$ cat config.mk
export PLATFORM = sky130hd
export DESIGN_NAME = counter_ud_mod
export DESIGN_NICKNAME = d
export VERILOG_FILES = /design/src/rtl/counter_ud_mod.sv
export SDC_FILE = /design/constraint.sdc
export NUM_CORES = 1
export LEC_CHECK = 0
export CORE_MARGIN = 3
export CORE_UTILIZATION = 25
export CTS_BUF_LIST = sky130_fd_sc_hd__clkbuf_8 sky130_fd_sc_hd__clkbuf_16
export CTS_CLUSTER_DIAMETER = 200
export CTS_CLUSTER_SIZE = 16
export DETAILED_ROUTE_END_ITERATION = 16
export GPL_TIMING_DRIVEN = 0
export PLACE_DENSITY = 0.51
export RECOVER_POWER = 50
export SLEW_MARGIN = 20
export SYNTH_ARGS = -nofsm -noshare
export SYNTH_HDL_FRONTEND = slang
export SYNTH_SLANG_ARGS = --single-unit
$ cat constraint.sdc
create_clock -name clk -period 1.7 [get_ports clk]
set_input_delay 0.17 -clock clk [delete_from_list [all_inputs] [get_ports clk]]
set_output_delay 0.17 -clock clk [all_outputs]
set_load 0.05 [all_outputs]
$ cat src/rtl/counter_ud_mod.sv
// Parametrised up/down counter over 0..MAX with load, synchronous clear and
// wrap-or-saturate end-of-range behaviour; tc is combinational on live direction.
module counter_ud_mod #(
  parameter int unsigned WIDTH    = 8,
  parameter int unsigned MAX      = 255,
  parameter bit          SATURATE = 1'b0
) (
  input  logic             clk,
  input  logic             rst,
  input  logic             clr,
  input  logic             load,
  input  logic [WIDTH-1:0] load_val,
  input  logic             en,
  input  logic             up,
  output logic [WIDTH-1:0] count,
  output logic             tc,
  output logic             wrap,
  output logic             sat
);

  localparam logic [WIDTH-1:0] C_MAX = WIDTH'(MAX);
  localparam logic [WIDTH-1:0] C_ONE = WIDTH'(1);

  logic [WIDTH-1:0] r_count;
  logic             r_wrap;
  logic             r_sat;

  logic [WIDTH-1:0] w_count_nxt;
  logic             w_wrap_nxt;
  logic             w_sat_nxt;
  logic             w_at_max;
  logic             w_at_zero;

  assign w_at_max  = (r_count == C_MAX);
  assign w_at_zero = (r_count == '0);

  always_comb begin
    w_count_nxt = r_count;
    w_wrap_nxt  = 1'b0;
    w_sat_nxt   = 1'b0;
    if (clr) begin
      w_count_nxt = '0;
    end else if (load) begin
      w_count_nxt = (load_val > C_MAX) ? C_MAX : load_val;
    end else if (en) begin
      // The boundary test uses the exact MAX, so odd moduli never overshoot.
      if (up) begin
        if (!w_at_max) begin
          w_count_nxt = r_count + C_ONE;
        end else if (SATURATE) begin
          w_sat_nxt = 1'b1;
        end else begin
          w_count_nxt = '0;
          w_wrap_nxt  = 1'b1;
        end
      end else begin
        if (!w_at_zero) begin
          w_count_nxt = r_count - C_ONE;
        end else if (SATURATE) begin
          w_sat_nxt = 1'b1;
        end else begin
          w_count_nxt = C_MAX;
          w_wrap_nxt  = 1'b1;
        end
      end
    end
  end

  always_ff @(posedge clk or posedge rst) begin
    if (rst) begin
      r_count <= '0;
      r_wrap  <= 1'b0;
      r_sat   <= 1'b0;
    end else begin
      r_count <= w_count_nxt;
      r_wrap  <= w_wrap_nxt;
      r_sat   <= w_sat_nxt;
    end
  end

  assign count = r_count;
  assign wrap  = r_wrap;
  assign sat   = r_sat;
  assign tc    = up ? w_at_max : w_at_zero;

endmodule

Word-level counts from Yosys, hierarchy flattened
Cells that the tools add are included.

word-level totals
  ROM bits = 0
  input port bits = 14
  output and inout bits = 11
  flip-flop bits (word level) = 9
  latch bits = 0
  word-level logic and storage cells = 22
  memories kept = 0
  RAM bits = 0

operators by class
  div/mod/pow operators = 0
  multiplexer cells = 14
  reductions and logical operators = 2
  multipliers = 0
  bitwise operators = 0
  eq/ne operators = 1
  shifts and indexed selects = 0
  add/subtract/negate cells = 2
  order comparisons = 1

operators by type and width
  operator             number
  $mux 8               7
  $add 8x1->8 const B  1
  $eq 8x8->1 const B   1
  $gt 8x8->1 const B   1
  $logic_not 8->1      1
  $sub 8x1->8 const B  1
  $mux 1               7
  $reduce_bool 3->1    1

Depth between registers and ports, before layout
  word-level depth = 6
  gate-level depth with buffers = 6
  gate-level depth less buffers = 6

Least setup slack after synthesis
Ideal clock, no wire load.

  path kind = register -> register
  start point = reg r_count[0], in the netlist count[0]
  end point = reg r_wrap, in the netlist wrap
  stages on the path, launching flop included = 6
  path buffers = 0
  data arrival time = 2.039 ns
  data required time = 1.634 ns
  setup time = 0.066 ns
  clock period less this slack = 2.105 ns
  slack = -0.405 ns
  path through = dfrtp_1 > ha_1 > nand2_1 > nor4_4 > nand2b_1 > and2b_1

on the way
  longest elaborated chain between the ends = 6
  elaborated cells on any way between the ends = 8
  those cells by class = 1 x eq/ne; 6 x mux; 1 x reduce/logical

ends and longest elaborated chain
  what                                           RTL line  RTL
  start: declaration                             24        logic [WIDTH-1:0] r_count;
  start signal: assignment                       75        r_count <= w_count_nxt;
  $eq 8x8->1 or $logic_not 8->1 (tied branches)  34, 35
  $mux 1, on equally long branches               48, 57
  $mux 1 (*)                                     47        if (up) begin
  $mux 1 (*)                                     45        end else if (en) begin
  $mux 1 (*)                                     43        end else if (load) begin
  $mux 1 (*)                                     41        if (clr) begin
  named net w_wrap_nxt                           29        logic w_wrap_nxt;
  end signal: assignment                         76        r_wrap <= w_wrap_nxt;
  end: declaration                               25        logic r_wrap;

The timed path passes the listed nets; every way through them passes the cells marked *.
A chain may end at the register's enable or synchronous reset.

Worst setup path in the final report
  start point = reg r_count[4], in the netlist count[4]
  end point = out tc

on the way
  longest elaborated chain between the ends = 2
  elaborated cells on any way between the ends = 3
  those cells by class = 1 x eq/ne; 1 x mux; 1 x reduce/logical

ends and longest elaborated chain
  what                                           RTL line  RTL
  $eq 8x8->1 or $logic_not 8->1 (tied branches)  34, 35
  $mux 1 (*)                                     84        assign tc = up ? w_at_max : w_at_zero;
  end: declaration                               16        output logic tc,

Mark *: on every way between the ends. The rest lies on a longest branch, timed or not.

==> flow_summary.ini <==
[run_status]
outcome = finished, violations left
violations = setup timing

[job]
drv_cap = 0

[global_routing]
top_usage_layer = met2
grt_first_pass_wirelength_mm = 4.44
global_route.usage.met2_pct = 21.5
grt_max_degree = 11
overflow = 0
grt_pass1_vias = 929
met3_usage_pct = 4.33
antenna_found_initial = 0
grt_use_met1_pct = 17.0
grtUsageTotal_pct = 13.0

[routing]
drt_iter0_markers = 76
drc = 0
detail_route.wl_per_cell_um = 15.0
via_count = 1001
wirelength_mm = 2.89
ant_nets = 0
viasPerCell = 5.19
dr.pass1.iters = 4

[clock_network]
clk_pin_slew_ns = 0.04
cts_tree = built
cts_buffers = 3
clock_latency_ns = 0.24
ctsLongestPathBuffers = 2
cts.root.buffer_cell = clkbuf_8
htree_levels = 1
clock-sinks = 9

[critical_path]
crit_fanout = 4
cp.arrival_ns = 1.58
critPathLaunchType = register
cp-end-kind = output port
worstPathRequired_ns = 1.53
critical_path_class = register to output port

[finish]
n_antenna_cell = 0
utilization_pct = 41.5
fillers = 370
layout-drive-gt1-share_pct = 34.7
area_delta_synth_final_pct = 53.5
nets = 165

[power]
switching_share_pct = 37.4
p_sw_uw = 353
intPower_uw = 589
vdd_drop_max_mv = 0.430
power_per_cell_area_nw_per_um2 = 654
power_frac_seq_pct = 27.6
p_leak_nw = 0.602
comb_power_share_pct = 46.6
power_frac_clock_pct = 25.8

[sta]
finalCritPeriodShare_pct = 103
drv_slew = 0
setup_viol = 1
slew-limit-headroom_pct = 66.1
finClkSkew_ns = 0.00103
fin_ws_ns = -0.0538
worst_pin_slew_ns = 0.506
finalHoldViolCount = 0
setup_tns_ns = -0.0538
rsz0062_at_grt = true
min_period_ns = 1.75
fmax_ghz = 0.570

[yosys]
syn_inst = 112
synth_top_flop_cell = dfrtp_1
synthArstFlopShare_pct = 100
post_synth_num_cell_types = 46
synth.cell_area_um2 = 938
syn_avg_cell_area_um2 = 8.38
synth_warnings = 0
synth-edff-count = 0
seq_area_frac_synth_pct = 24.0
ys_ff_latch = 9
syn_nets = 129

[floorplanning]
die_area_um2 = 4520
initial_core_util_pct = 27.1
fp.coreArea_um2 = 3470
die_h_um = 67.3
num_rows = 21
die_w_um = 67.3
io_pins = 25

[placed_design]
dp_hpwl_mm = 2.03
gp_congestion = 0.783
place_ws_ns = -0.583
io_buffers = 20

[hold_path]
hold_class = input port to register
-- layout by cell type (no fill, tap or decap), drive strengths merged, types with 2 or more instances in the layout --
cell type	synthesis	final
o32ai	2	2
and2	3	3
xor2	2	2
inv	9	10
a41oi	3	3
ha	3	3
nand2	11	11
o21a	2	2
buf	6	17
and3	3	3
and4	2	2
nand4	2	2
mux2i	3	3
clkdlybuf4s50	0	14
dlygate4sd2	0	3
a32o	4	4
dfrtp	9	9
clkbuf	2	6
a21oi	5	5
nand3	2	2
o21ai	6	6
nor4	2	2
nor3	3	3
nor3b	2	2
nor2	11	11
-- power by group through the flow --
stage / combinational [mW] / sequential [mW] / clock (mW)
after floorplan: 0.198 / 0.316 / 0
after global placement: 0.354 / 0.267 / 0
after detailed placement: 0.354 / 0.268 / 0
after CTS: 0.406 / 0.258 / 0.254
after global routing: 0.470 / 0.262 / 0.259
final: 0.438 / 0.260 / 0.243
-- kinds of logic (layout without fill, tap and decap cells) --
logic type               count (synthesis)  in the layout  share of synthesized area [%]
other                                    1              1                          0.400
AO/OA/AOI/OAI                           30             30                           26.0
buffers and inverters                   17             52                           8.80
AND/OR/NAND/NOR                         46             46                           30.8
XOR/XNOR                                 3              3                           2.80
multiplexers                             3              3                           3.20
adder cells (fa/ha/maj)                  3              3                           4.00
flip-flops                               9              9                           24.0
-- final cells by class --
cell class	instances	area (um2)	share of cell area [%]
plain buffers	8	58.8	4.08
clock buffers	3	41.3	2.87
clock inverters	1	3.75	0.261
inverters	9	41.3	2.87
multi-input cells	86	712	49.4
flip-flops and latches	9	235	16.3
well taps	46	57.6	4.00
repair buffers	31	290	20.2
-- timing repair --
item,in CTS,in global routing
hold buffers,0,0
gates resized for setup,17,14
hold endpoints to repair,0,0
endpoints found under the setup margin,5,8
buffers inserted,10,1
pin swaps,3,9
-- cells in the mapped netlist, types with 3 or more instances --
cell type / n / area share (%)
a21oi_1: 5 / 2.7
a32o_1: 4 / 4.3
buf_2: 3 / 1.6
dfrtp_1: 9 / 24
ha_1: 3 / 4.0
inv_1: 9 / 3.6
mux2i_1: 3 / 3.2
nand2_1: 11 / 4.4
nor2_1: 10 / 4.0
o21ai_0: 6 / 3.2
-- through the flow --
| stage | total power [mW] | std cells | hold slack (ns) | cell area (um2) |
|---|---|---|---|---|
| floorplan | 0.514 | 112 | -0.00262 | 958 |
| global placement | 0.622 | 178 | 0.462 | 1220 |
| detailed placement | 0.622 | 178 | 0.478 | 1220 |
| CTS | 0.918 | 192 | 0.230 | 1370 |
| global route | 0.991 | 193 | 0.361 | 1440 |
| finish | 0.942 | 193 | 0.341 | 1440 |
-- critical path, cell delays in order, from the launching register on --
cell and delay, ns:
dfrtp_2 0.40, buf_6 0.13, nor4_4 0.29, nand4_1 0.23, nand2b_4 0.14, buf_8 0.15
-- final timing paths --
check                           cells past startpoint  startpoint        to  slack, ns
worst max-delay path                                5    count[4]        tc      -0.05
worst min-delay path                                2         clr  count[3]       0.34
worst max register to register                      7    count[0]  count[4]       0.03
worst min register to register                      2    count[7]  count[7]       0.71
max in group asynchronous                           2         rst  count[1]       1.07
min in group asynchronous                           2         rst  count[2]       0.35
-- per-layer routing --
layer / share of wire (%) / routed length (um) / up-vias
met5: 0 / 0 / -
met4: 0.55 / 16 / 0
met3: 8.5 / 246 / 3
met2: 47 / 1360 / 44
met1: 44 / 1260 / 477
li1: - / - / 477
-- registers in the layout (all words and copies together) (netlist names) --
signal	count
count	8
wrap	1
Note: power is estimated with default switching activity, not from simulation.
